==> src/rtl/dvr_rng_pkg.sv <==
// Shared types and reference sequences for the RNG stream scheduler.
package dvr_rng_pkg;

  // Scheduler FSM: IDLE arbitrates among pending requests, STREAM feeds one burst.
  typedef enum logic {S_IDLE, S_STREAM} sched_state_t;

  localparam int SERVED_W = 32;

  // Deterministic 64-bit reference word stream (index -> word).
  function automatic logic [63:0] seq64(input int unsigned idx);
    logic [63:0] x;
    x = {32'h0, idx} * 64'h9E37_79B9_7F4A_7C15 + 64'h0123_4567_89AB_CDEF;
    x = x ^ (x >> 29);
    x = x * 64'hBF58_476D_1CE4_E5B9;
    x = x ^ (x >> 31);
    return x;
  endfunction

  // 32-bit reference words are the low halves of the 64-bit stream.
  function automatic logic [31:0] seq32(input int unsigned idx);
    logic [63:0] w;
    w = seq64(idx);
    return w[31:0];
  endfunction

endpackage

==> src/rtl/dvr_rng_rr_pick.sv <==
// Combinational round-robin picker: first set request after last_i, wrapping.
module dvr_rng_rr_pick #(
  parameter int NUM_REQ = 4,
  parameter int IDX_W   = $clog2(NUM_REQ)
) (
  input  logic [NUM_REQ-1:0] req_i,
  input  logic [IDX_W-1:0]   last_i,
  output logic               found_o,
  output logic [IDX_W-1:0]   idx_o
);

  // Scan last+1 .. last+NUM_REQ (mod NUM_REQ); the first hit wins.
  always_comb begin
    int cand;
    logic [IDX_W-1:0] cand_idx;
    found_o  = 1'b0;
    idx_o    = '0;
    cand     = 0;
    cand_idx = '0;
    for (int k = 1; k <= NUM_REQ; k++) begin
      cand = int'(last_i) + k;
      if (cand >= NUM_REQ) cand = cand - NUM_REQ;
      cand_idx = IDX_W'(cand);
      if (!found_o && req_i[cand_idx]) begin
        found_o = 1'b1;
        idx_o   = cand_idx;
      end
    end
  end

endmodule

==> src/rtl/dvr_rng_sched.sv <==
// Round-robin scheduler sharing one RNG word stream among NUM_REQ burst consumers.
// Handshake: a word moves when rng_valid_in and the granted consumer's
// data_ready_in are both high at a clock edge; valid never waits on ready,
// and ready from non-granted consumers is ignored.
module dvr_rng_sched
  import dvr_rng_pkg::*;
#(
  parameter int WIDTH    = 64,
  parameter int NUM_REQ  = 4,
  parameter int CNT_BITS = 8
) (
  input  logic                          sysClk_in,
  input  logic                          sysRst_n_in,
  input  logic [WIDTH-1:0]              rng_data_in,
  input  logic                          rng_valid_in,
  output logic                          rng_ready_out,
  input  logic [NUM_REQ-1:0]            req_valid_in,
  input  logic [NUM_REQ*CNT_BITS-1:0]   req_count_in,
  output logic [NUM_REQ-1:0]            req_ready_out,
  output logic [WIDTH-1:0]              data_out,
  output logic [NUM_REQ-1:0]            data_valid_out,
  input  logic [NUM_REQ-1:0]            data_ready_in,
  output logic [$clog2(NUM_REQ)-1:0]    grant_out,
  output logic                          busy_out,
  output logic [31:0]                   served_out
);

  localparam int IDX_W = $clog2(NUM_REQ);

  sched_state_t          state_q, state_d;
  logic [IDX_W-1:0]      grant_q, grant_d;
  logic [CNT_BITS-1:0]   remaining_q, remaining_d;
  logic [CNT_BITS-1:0]   pending_q [NUM_REQ];
  logic [CNT_BITS-1:0]   pending_d [NUM_REQ];
  logic [SERVED_W-1:0]   served_q, served_d;

  logic [NUM_REQ-1:0]    pend_nz;
  logic                  pick_found;
  logic [IDX_W-1:0]      pick_idx;
  logic                  busy;
  logic                  xfer;

  dvr_rng_rr_pick #(
    .NUM_REQ (NUM_REQ),
    .IDX_W   (IDX_W)
  ) u_pick (
    .req_i   (pend_nz),
    .last_i  (grant_q),
    .found_o (pick_found),
    .idx_o   (pick_idx)
  );

  // Per-consumer request status and the streaming datapath.
  always_comb begin
    busy           = (state_q == S_STREAM);
    xfer           = busy && rng_valid_in && data_ready_in[grant_q];
    data_out       = rng_data_in;
    data_valid_out = '0;
    rng_ready_out  = 1'b0;
    if (busy) begin
      data_valid_out[grant_q] = rng_valid_in;
      rng_ready_out           = data_ready_in[grant_q];
    end
    for (int i = 0; i < NUM_REQ; i++) begin
      pend_nz[i]       = (pending_q[i] != '0);
      req_ready_out[i] = !pend_nz[i] && !(busy && (grant_q == IDX_W'(i)));
    end
    busy_out   = busy;
    grant_out  = grant_q;
    served_out = served_q;
  end

  // Next state: request capture, arbitration in IDLE, word counting in STREAM.
  always_comb begin
    state_d     = state_q;
    grant_d     = grant_q;
    remaining_d = remaining_q;
    served_d    = served_q;
    for (int i = 0; i < NUM_REQ; i++) begin
      pending_d[i] = pending_q[i];
      // Zero-length requests are accepted but leave nothing pending.
      if (req_valid_in[i] && req_ready_out[i] &&
          (req_count_in[i*CNT_BITS +: CNT_BITS] != '0)) begin
        pending_d[i] = req_count_in[i*CNT_BITS +: CNT_BITS];
      end
    end
    case (state_q)
      S_IDLE: begin
        // The picker only sees registered pending counts, so a request
        // captured this cycle competes in the next arbitration.
        if (pick_found) begin
          grant_d             = pick_idx;
          remaining_d         = pending_q[pick_idx];
          pending_d[pick_idx] = '0;
          state_d             = S_STREAM;
        end
      end
      S_STREAM: begin
        if (xfer) begin
          remaining_d = remaining_q - CNT_BITS'(1);
          served_d    = served_q + SERVED_W'(1);
          if (remaining_q == CNT_BITS'(1)) state_d = S_IDLE;
        end
      end
      default: state_d = S_IDLE;
    endcase
  end

  // State registers; reset discards any burst in flight and all pending requests.
  always_ff @(posedge sysClk_in or negedge sysRst_n_in) begin
    if (!sysRst_n_in) begin
      state_q     <= S_IDLE;
      grant_q     <= IDX_W'(NUM_REQ - 1);
      remaining_q <= '0;
      served_q    <= '0;
      for (int i = 0; i < NUM_REQ; i++) pending_q[i] <= '0;
    end else begin
      state_q     <= state_d;
      grant_q     <= grant_d;
      remaining_q <= remaining_d;
      served_q    <= served_d;
      for (int i = 0; i < NUM_REQ; i++) pending_q[i] <= pending_d[i];
    end
  end

endmodule

==> config.mk <==
export PLATFORM = sky130hd
export DESIGN_NAME = dvr_rng_sched
export DESIGN_NICKNAME = d
export VERILOG_FILES = /design/src/rtl/dvr_rng_pkg.sv /design/src/rtl/dvr_rng_rr_pick.sv /design/src/rtl/dvr_rng_sched.sv
export SDC_FILE = /design/constraint.sdc
export NUM_CORES = 1
export LEC_CHECK = 0
export BUFFER_PORTS_ARGS = -buffer_cell sky130_fd_sc_hd__buf_2
export CAP_MARGIN = 20
export CORE_AREA = 2 2 101 103
export DETAILED_ROUTE_END_ITERATION = 7
export DIE_AREA = 0 0 103 105
export PLACE_DENSITY_LB_ADDON = 0.05
export SETUP_SLACK_MARGIN = 0.15
export SYNTH_ARGS = -nofsm -noshare
export SYNTH_HDL_FRONTEND = slang
export SYNTH_SLANG_ARGS = --single-unit
==> constraint.sdc <==
create_clock -name sysClk_in -period 3.35 [get_ports sysClk_in]
set_input_delay 0.67 -clock sysClk_in [delete_from_list [all_inputs] [get_ports sysClk_in]]
set_output_delay 0.67 -clock sysClk_in [all_outputs]
set_load 0.1 [all_outputs]
==> results of run 1 <==
worst register-to-register path, cell delays in order (launching register included):
cell and delay (ns):
dfstp_4 0.69, clkinv_2 0.15, ha_4 0.30, inv_1 0.12, a211oi_1 0.10, o311ai_4 0.33, o21ai_2 0.15, or3_4 0.47
mux2_4 0.33, a221o_1 0.34
registers in the layout (all words and copies together), names as in the netlist:
name / cells
pending_q: 32
served_out: 32
remaining_q: 8
grant_out: 2
busy_out: 1
area by class of cell:
| type | instances | area [µm²] | share of cell area |
|---|---|---|---|
| flip-flops and latches | 75 | 1880 | 0.389 |
| clock inverters | 6 | 96.3 | 0.0199 |
| clock buffers | 10 | 138 | 0.0284 |
| repair buffers | 91 | 470 | 0.0971 |
| multi-input cells | 294 | 2050 | 0.423 |
| well taps | 133 | 166 | 0.0344 |
| inverters | 10 | 38.8 | 0.00801 |
power by group:
part / switching, mW / internal [mW]
clock: 0.365 / 0.449
sequential: 0.251 / 1.10
combinational: 0.564 / 0.264
total: 1.18 / 1.81
final timing paths:
check	end	slack [ns]
min	pending_q[19]	0.44
max in group asynchronous	remaining_q[0]	2.29
max	remaining_q[2]	0.25
max reg2reg	remaining_q[2]	0.25
min in group sysClk_in	served_out[31]	0.49
min reg2reg	served_out[31]	0.49
layer usage:
| layer | vias to the layer above | track usage | share of wire |
|---|---|---|---|
| li1 | 1614 | - | - |
| met1 | 1632 | 0.303 | 0.47 |
| met2 | 118 | 0.308 | 0.45 |
| met3 | 42 | 0.0448 | 0.054 |
| met4 | 0 | 0.0686 | 0.023 |
| met5 | - | 0 | 0 |
logic make-up after synthesis:
| family | synth area share |
|---|---|
| buffers and inverters | 0.131 |
| and+or+nand+nor | 0.188 |
| AOI/OAI and AO/OA | 0.140 |
| xor gates and xnor gates | 0.0605 |
| DFF | 0.419 |
| muxes | 0.0427 |
| adders and majority gates | 0.0195 |
stage by stage:
step                cells  utilization
finish                619        0.502
floorplan             458            -
CTS                   619        0.502
detailed placement    603        0.478
global route          619        0.502
global placement      603        0.478
placed cells by master, fill, tap and decap left out, types with 12 or more instances in the layout:
| cell | count |
|---|---|
| buf_2 | 85 |
| dfrtp_1 | 73 |
| nor2_1 | 47 |
| a21oi_1 | 37 |
| xnor2_1 | 21 |
| nand2_1 | 19 |
| and3_1 | 17 |
| nand3_1 | 15 |
| mux2i_1 | 12 |
==> metrics.yaml, run 1 <==
drive_gt1_frac: 0.284
tightest_slew_ns: 0.929
wl_per_cell_um: 17.6
rows: 36
drcViolationCount: 0
cts_setup_buffers: 0
cts-htree-levels: 3
p_total_mw: 2.99
max_slew_margin: 0.381
cts_num_sinks: 75
clockBufferDepth: 2
route.vias.total: 3406
worst_ep_required_time_ns: 3.57
final_area_um2: 4840
arrival_ns: 3.33
synthTopCellsByArea: "dfrtp_1 41%, buf_4 11%, a21oi_1 4.6%"
synth_top_area_share: 0.407
power.leakage_nw: 2.31
cts_resized: 0
portBuffers: 86
min_period_ns: 3.10
start_util: 0.465
synth_cell_types: 63
hold_buffers: 0
cp_cell_sequence: "clkinv_2, ha_4, inv_1, a211oi_1, o311ai_4, o21ai_2, or3_4, mux2_4, a221o_1"
root_buffer: "clkbuf_8"
rsz0062_at_grt: "false"
firstDrtPassIters: 5
die_area_um2: 10800
setup.worst_path.start: "grant_out[0]"
worstReg2RegStart: "grant_out[0]"
drv_slew: 0
yosys_warnings: 0
ant_nets: 0
ioPinCount: 215
layout_setup_ws_ns: 0.247
grt_pass1_vias: 3285
crit_buf_inv: 2
diodes: 0
yosysMostFrequentCell: "dfrtp_1"
setup_violations: 0
ys_top_cells_by_count: "73 x dfrtp_1, 64 x buf_4, 47 x nor2_1, 41 x a21oi_1, 21 x xnor2_1"
yosysTopAreaCell: "dfrtp_1"
die_x_um: 103
drv_cap: 0
drt_iter0_drc: 261
worst_ir_drop_vdd_v: 0.000427
via_per_inst: 5.50
fmax_ghz: 0.322
antenna_found_initial: 0
place_ws_ns: 0.319
nFillCells: 951
worst_hold_slack_ns: 0.439
grt_max_degree: 76
wl_um: 10900
synth-edff-count: 0
crit_fanout: 13
avgSynthCellArea_um2: 9.80
cp-end-kind: "register"
grt_remaining_overflow: 0
start_kind: "register"
syn2layout_area_growth_pct: 7.95
power_density_nw_per_um2: 617
fin_skew_ns: 0.0137
critical_path_class: "register to register"
clk_pin_slew_ns: 0.09
holdCritPathClass: "input pin to async pin"
post-route-period-util: 0.926
synth-seq-cells: 75
ff2ff_path_depth: 9
ys.flop_type: "dfrtp_1"
status: "complete, no violations"
crit_family: "compound AO/OA/AOI/OAI gates"
place_hpwl_um: 8210
cts_tree: "yes"
synth_area_um2: 4490
coreArea_um2: 9640
placed_cell_area_um2: 4610
gp_congestion: 0.936
track_usage: 0.208
synth.yosys.seq_area_share: 0.419
path_depth: 9
clk_latency_ns: 0.35
syn_nets: 572
setup_tns_ns: 0
synth_async_sr_flop_share: 1.00
layout.nets: 595
die_h_um: 105
crit_slowest_cell: "dfstp_4"
postSynthCellCount: 458
cts_buffers: 9
grt_pass1_wl_um: 17500
critical_path.max_stage_delay_ns: 0.69
hold_viol_final: 0
(Power assumes the default switching activity.)
==> inputs of run 2 (changes only) <==
- ABC_AREA: not set -> 1
- CORE_AREA: 2 2 101 103 -> 2 2 104 106
- DIE_AREA: 0 0 103 105 -> 0 0 106 108
==> run 2 against run 1 <==
- clock skew is essentially flat
- die area increased by 5.9%
- first-iteration DRC count is 24% lower
- largest power group is now combinational cells
- combinational power rose to 3.0 times the previous value
- critical path type is now register to output port
- clock-buffer cell count is 1 lower
==> metrics.yaml, run 2 <==
status: "complete, no violations"
via_per_inst: 5.04  # -8.3%
rows: 37  # +2.8%
worstReg2RegStart: "grant_out[0]"
ys_top_cells_by_count: "142 x nand2_1, 80 x nor2_1, 73 x dfrtp_1, 66 x buf_4, 62 x inv_1"
cts_num_sinks: 75  # unchanged
drv_slew: 0  # unchanged
gp_congestion: 0.920  # -1.8%
synth_async_sr_flop_share: 1.00  # unchanged
ff2ff_path_depth: 13  # +4
worst_hold_slack_ns: 0.342  # -0.0969 ns
nFillCells: 1047  # +10%
setup_violations: 0  # unchanged
avgSynthCellArea_um2: 7.76  # -21%
coreArea_um2: 10200  # +6.1%
max_slew_margin: 0.581  # +0.200
wl_per_cell_um: 14.5  # -18%
die_h_um: 108  # +2.9%
ioPinCount: 215  # unchanged
drcViolationCount: 0  # unchanged
clockBufferDepth: 2  # unchanged
cts_setup_buffers: 0  # unchanged
worst_ir_drop_vdd_v: 0.000480  # +13%
synthTopCellsByArea: "dfrtp_1 37%, nand2_1 11%, buf_4 10%"
hold_viol_final: 0  # unchanged
cts_tree: "yes"
p_comb_frac: 0.515  # +0.238
post-route-period-util: 0.849  # -0.0773
postSynthCellCount: 628  # +37%
ys.flop_type: "dfrtp_1"
grt_pass1_vias: 3991  # +21%
drv_cap: 0  # unchanged
arrival_ns: 2.17  # -1.16 ns
swShare: 0.509  # +0.115
grt_remaining_overflow: 0  # unchanged
clkPwrFrac: 0.181  # -0.092
cts-htree-levels: 3  # unchanged
synth-seq-cells: 75  # unchanged
holdCritPathClass: "input pin to async pin"
synth_area_um2: 4870  # +8.6%
power_density_nw_per_um2: 916  # +48%
cp-end-kind: "output port"
final_common_cell: "nand2_1"
synth-edff-count: 0  # unchanged
power_frac_seq: 0.303  # -0.148
clk_latency_ns: 0.35  # about the same
clk_pin_slew_ns: 0.09  # about the same
drt_iter0_drc: 199  # -24%
synth.yosys.seq_area_share: 0.386  # -0.0331
place_hpwl_um: 8920  # +8.6%
synth_cell_types: 42  # -33%
power.leakage_nw: 2.83  # +22%
track_usage: 0.214  # +0.00574
critical_path_class: "register to output port"
start_util: 0.476  # +0.0107
timing.rr.end: "remaining_q[4]"
drive_gt1_frac: 0.225  # -0.0589
wl_um: 11600  # +6.0%
antenna_found_initial: 0  # unchanged
cts_buffers: 9  # unchanged
layout_common_cells: "142 x nand2_1, 86 x buf_2, 77 x nor2_1"
hold_buffers: 0  # unchanged
root_buffer: "clkbuf_8"
fin_skew_ns: 0.0134  # -0.000219 ns
synth_top_area_share: 0.375  # -0.0322
syn_nets: 742  # +30%
p_switching_mw: 2.45  # +110%
die_x_um: 106  # +2.9%
syn2layout_area_growth_pct: 7.63
crit_fanout: 12  # -1
min_period_ns: 2.84  # -0.259 ns
diodes: 0  # unchanged
firstDrtPassIters: 4  # -1
p_int_mw: 2.36  # +30%
route.vias.total: 4025  # +18%
worst_ep_required_time_ns: 2.68  # -0.89 ns
die_area_um2: 11400  # +5.9%
yosysTopAreaCell: "dfrtp_1"
yosysMostFrequentCell: "nand2_1"
grt_pass1_wl_um: 19500  # +11%
cts_resized: 0  # unchanged
start_kind: "register"
layout.nets: 771  # +30%
tightest_slew_ns: 0.626  # -0.303 ns
rsz0062_at_grt: "false"
grt_max_degree: 76  # unchanged
ant_nets: 0  # unchanged
p_total_mw: 4.80  # +61%
fmax_ghz: 0.352  # +9.1%
portBuffers: 86  # unchanged
r2r_slack_ns: 0.57  # +0.32 ns
yosys_warnings: 0  # unchanged
run 2: cell families (layout without fill, tap and decap cells):
| group | Yosys count | count (layout) | synth area share |
|---|---|---|---|
| adders and majority gates | 7 | 7 | 0.0180 |
| xor gates and xnor gates | 34 | 34 | 0.0611 |
| and+or+nand+nor | 309 | 309 | 0.293 |
| AOI/OAI and AO/OA | 63 | 63 | 0.0801 |
| DFF | 75 | 75 | 0.386 |
| buffers and inverters | 140 | 174 | 0.162 |
run 2: per-layer routing:
| layer | global-route usage | wire length [µm] | vias to the layer above |
|---|---|---|---|
| met4 | 0.0611 | 161 | 0 |
| li1 | - | - | 1989 |
| met5 | 0 | 0 | - |
| met3 | 0.0482 | 537 | 20 |
| met1 | 0.287 | 5290 | 1902 |
| met2 | 0.351 | 5560 | 114 |
run 2: critical path, stage by stage (launching register included):
cell      delay, ns
dfrtp_1        0.64
clkinv_1       0.50
o21a_1         0.38
buf_2          0.31
run 2: worst max-delay path by stage:
| stage | startpoint | end | slack, ns |
|---|---|---|---|
| after global routing | grant_out[0] | remaining_q[4] | 0.28 |
| after CTS | grant_out[0] | req_ready_out[2] | 0.49 |
| final | busy_out | req_ready_out[3] | 0.51 |
| after floorplan | busy_out | data_valid_out[0] | -0.29 |
| after global placement | grant_out[0] | remaining_q[4] | 0.66 |
| after detailed placement | grant_out[0] | remaining_q[4] | 0.60 |
run 2: power by group through the flow:
stage	Sequential (mW)	Combinational [mW]	Clock (mW)
final	1.46	2.48	0.870
after detailed placement	1.47	2.48	0
after CTS	1.46	2.49	0.892
after global routing	1.50	2.76	0.923
after floorplan	1.68	2.10	0
after global placement	1.46	2.46	0
run 2: layout make-up:
cell class | instances | area (µm²) | share of cell area
Clock buffer | 9 | 124 | 0.0236
Clock inverter | 7 | 124 | 0.0236
Inverter | 68 | 255 | 0.0487
Multi-Input combinational cell | 413 | 2220 | 0.423
Sequential cell | 75 | 1880 | 0.358
Tap cell | 136 | 170 | 0.0325
Timing Repair Buffer | 90 | 473 | 0.0902
run 2: metrics by stage:
step / std cells / instance area, µm² / worst slack, ns / setup TNS (ns) / util
6_report: 798 / 5240 / 0.506 / 0 / 0.513
5_1_grt: 798 / 5240 / 0.283 / 0 / 0.513
2_1_floorplan: 628 / 4890 / -0.294 / -1.79 / -
4_1_cts: 798 / 5240 / 0.493 / 0 / 0.513
3_3_place_gp: 782 / 5000 / 0.659 / 0 / 0.488
3_5_place_dp: 782 / 5000 / 0.597 / 0 / 0.488
==> inputs of run 3 (changes only) <==
- CORE_AREA: 2 2 104 106 -> 2 2 109 111
- DIE_AREA: 0 0 106 108 -> 0 0 111 113
- clock period: 3.35 -> 2.45 ns (I/O delays scaled with it)
==> run 3 against run 2 <==
- non-clock buffer count up 50
- clock power is 40% higher
- critical endpoint is now remaining_q[4]
- clock-buffer cell count is 2 higher
- clock skew fell by 0.0053 ns
- flip-flop and latch count did not move
- worst setup slack got worse by 0.39 ns
- sequential power is 37% higher
- highest routed layer unchanged
- first-iteration DRC count decreased by 9.0%
- core utilization grew 4.7 points
- total power rose by 73%
- critical path type is now register to register
==> metrics.yaml, run 3 (synthesis results as in run 2) <==
status: "complete, no violations"
place_hpwl_um: 9750  # +9.3%
grt_pass1_vias: 4162  # +4.3%
cts_buffers: 9  # unchanged
rsz0062_at_grt: "true"
holdCritPathClass: "input pin to async pin"
arrival_ns: 2.56  # +0.39 ns
start_kind: "register"
power.leakage_nw: 3.25  # +15%
drt_iter0_drc: 181  # -9.0%
ant_nets: 0  # unchanged
cts_num_sinks: 75  # unchanged
place_ws_ns: -0.00515  # -0.602 ns
critical_path.max_stage_delay_ns: 0.67  # +0.03 ns
worst_ep_required_time_ns: 2.67  # about the same
coreArea_um2: 11300  # +10%
setup_violations: 0  # unchanged
power_density_nw_per_um2: 1320  # +44%
crit_buf_inv: 4  # +2
cp_cell_sequence: "inv_8, ha_4, inv_4, nand3_2, nand2_2, nor2_4, buf_4, nand3_1, nand3_2, buf_4, nor2_4, nand2_1, nand3_1, o21bai_1, nand2_1"
hold_buffers: 0  # unchanged
die_area_um2: 12500  # +9.6%
layout_common_cells: "120 x nand2_1, 77 x buf_2, 64 x nor2_1"
portBuffers: 86  # unchanged
hold_viol_final: 0  # unchanged
nFillCells: 1064  # +1.6%
start_util: 0.432  # -0.0440
rows: 39  # +5.4%
die_h_um: 113  # +4.6%
fmax_ghz: 0.428
final_area_um2: 6300  # +20%
ioPinCount: 215  # unchanged
antenna_found_initial: 0  # unchanged
critical_path_class: "register to register"
drive_gt1_frac: 0.384  # +0.159
fin_skew_ns: 0.00812  # -0.00532 ns
clk_pin_slew_ns: 0.06  # -0.03 ns
diodes: 0  # unchanged
crit_slowest_cell: "dfstp_4"
die_x_um: 111  # +4.7%
max_slew_margin: 0.646  # +0.0648
clk_latency_ns: 0.33  # -0.02 ns
drv_slew: 0  # unchanged
min_period_ns: 2.34
layout.nets: 823  # +6.7%
grt_max_degree: 32  # -58%
gp_congestion: 0.907  # -1.4%
p_total_mw: 8.30  # +73%
tightest_slew_ns: 0.527  # -0.0992 ns
placed_cell_area_um2: 5390  # +8.0%
cts-htree-levels: 3  # unchanged
via_per_inst: 5.07  # +0.43%
syn2layout_area_growth_pct: 29.4
route.vias.total: 4341  # +7.9%
root_buffer: "clkbuf_16"
drv_cap: 0  # unchanged
post-route-period-util: 0.954
wl_um: 12900  # +11%
drcViolationCount: 0  # unchanged
grt_pass1_wl_um: 20400  # +4.8%
grt_remaining_overflow: 0  # unchanged
crit_fanout: 6  # -6
track_usage: 0.202  # -0.0121
cp-end-kind: "register"
wl_per_cell_um: 15.0  # +3.7%
worst_ir_drop_vdd_v: 0.000947  # +97%
firstDrtPassIters: 4  # unchanged
crit_family: "simple AND/OR/NAND/NOR gates"
clockBufferDepth: 2  # unchanged
cts_tree: "yes"
layout_setup_ws_ns: 0.112  # -0.395 ns
final_common_cell: "nand2_1"
run 3: changes by cell type in the layout (fill, tap and decap cells not counted), sizes merged:
cell and delta:
inv -2, clkinv +2, bufinv -3, clkbuf +2, clkinvlp +1, nand2 +2, buf +50
run 3: final timing paths:
check / cells past startpoint / slack [ns] / start / to
max reg2reg: 15 / 0.11 / grant_out[0] / remaining_q[4]
min reg2reg: 1 / 0.47 / served_out[31] / served_out[31]
min in group sysClk_in: 3 / 0.41 / req_count_in[19] / pending_q[11]
min: 1 / 0.05 / sysRst_n_in / served_out[28]
max in group asynchronous: 2 / 1.83 / sysRst_n_in / grant_out[1]
max: 15 / 0.11 / grant_out[0] / remaining_q[4]
run 3: metrics by stage:
stage           util   TNS, ns  cells  hold WS (ns)
2_1_floorplan      -     -4.68    628         0.194
3_3_place_gp   0.479   -0.0186    814         0.407
3_5_place_dp   0.479  -0.00515    814         0.413
4_1_cts        0.520         0    841        0.0585
5_1_grt        0.559         0    857        0.0677
6_report       0.559         0    857        0.0522
run 3: per-layer routing:
| layer | share of wire | vias to the layer above | GRT usage | wire [µm] |
|---|---|---|---|---|
| met4 | 0.029 | 0 | 0.0742 | 377 |
| met5 | 0 | - | 0 | 0 |
| li1 | - | 2107 | - | - |
| met3 | 0.057 | 48 | 0.0509 | 736 |
| met1 | 0.42 | 2052 | 0.261 | 5420 |
| met2 | 0.49 | 134 | 0.331 | 6340 |
run 3: layout make-up:
type / instances / area, µm² / share of cell area
multi-input combinational: 415 / 2700 / 0.428
timing repair buffer: 140 / 987 / 0.157
inverter: 68 / 268 / 0.0425
clock buffer: 11 / 243 / 0.0385
tap: 143 / 179 / 0.0284
clock inverter: 5 / 30.0 / 0.00476
sequential: 75 / 1900 / 0.302
run 3: power breakdown:
part	total [mW]	internal [mW]	switching (mW)
Sequential	2.00	1.63	0.369
Clock	1.22	0.708	0.517
Combinational	5.08	1.89	3.19
run 3: repair_timing:
action                                  CTS  global route
buffers inserted                         11            14
pin swaps                                 7            30
hold endpoints to repair                  0             0
resized for setup                        29            79
gates cloned                              0             2
endpoints found under the setup margin   48            51
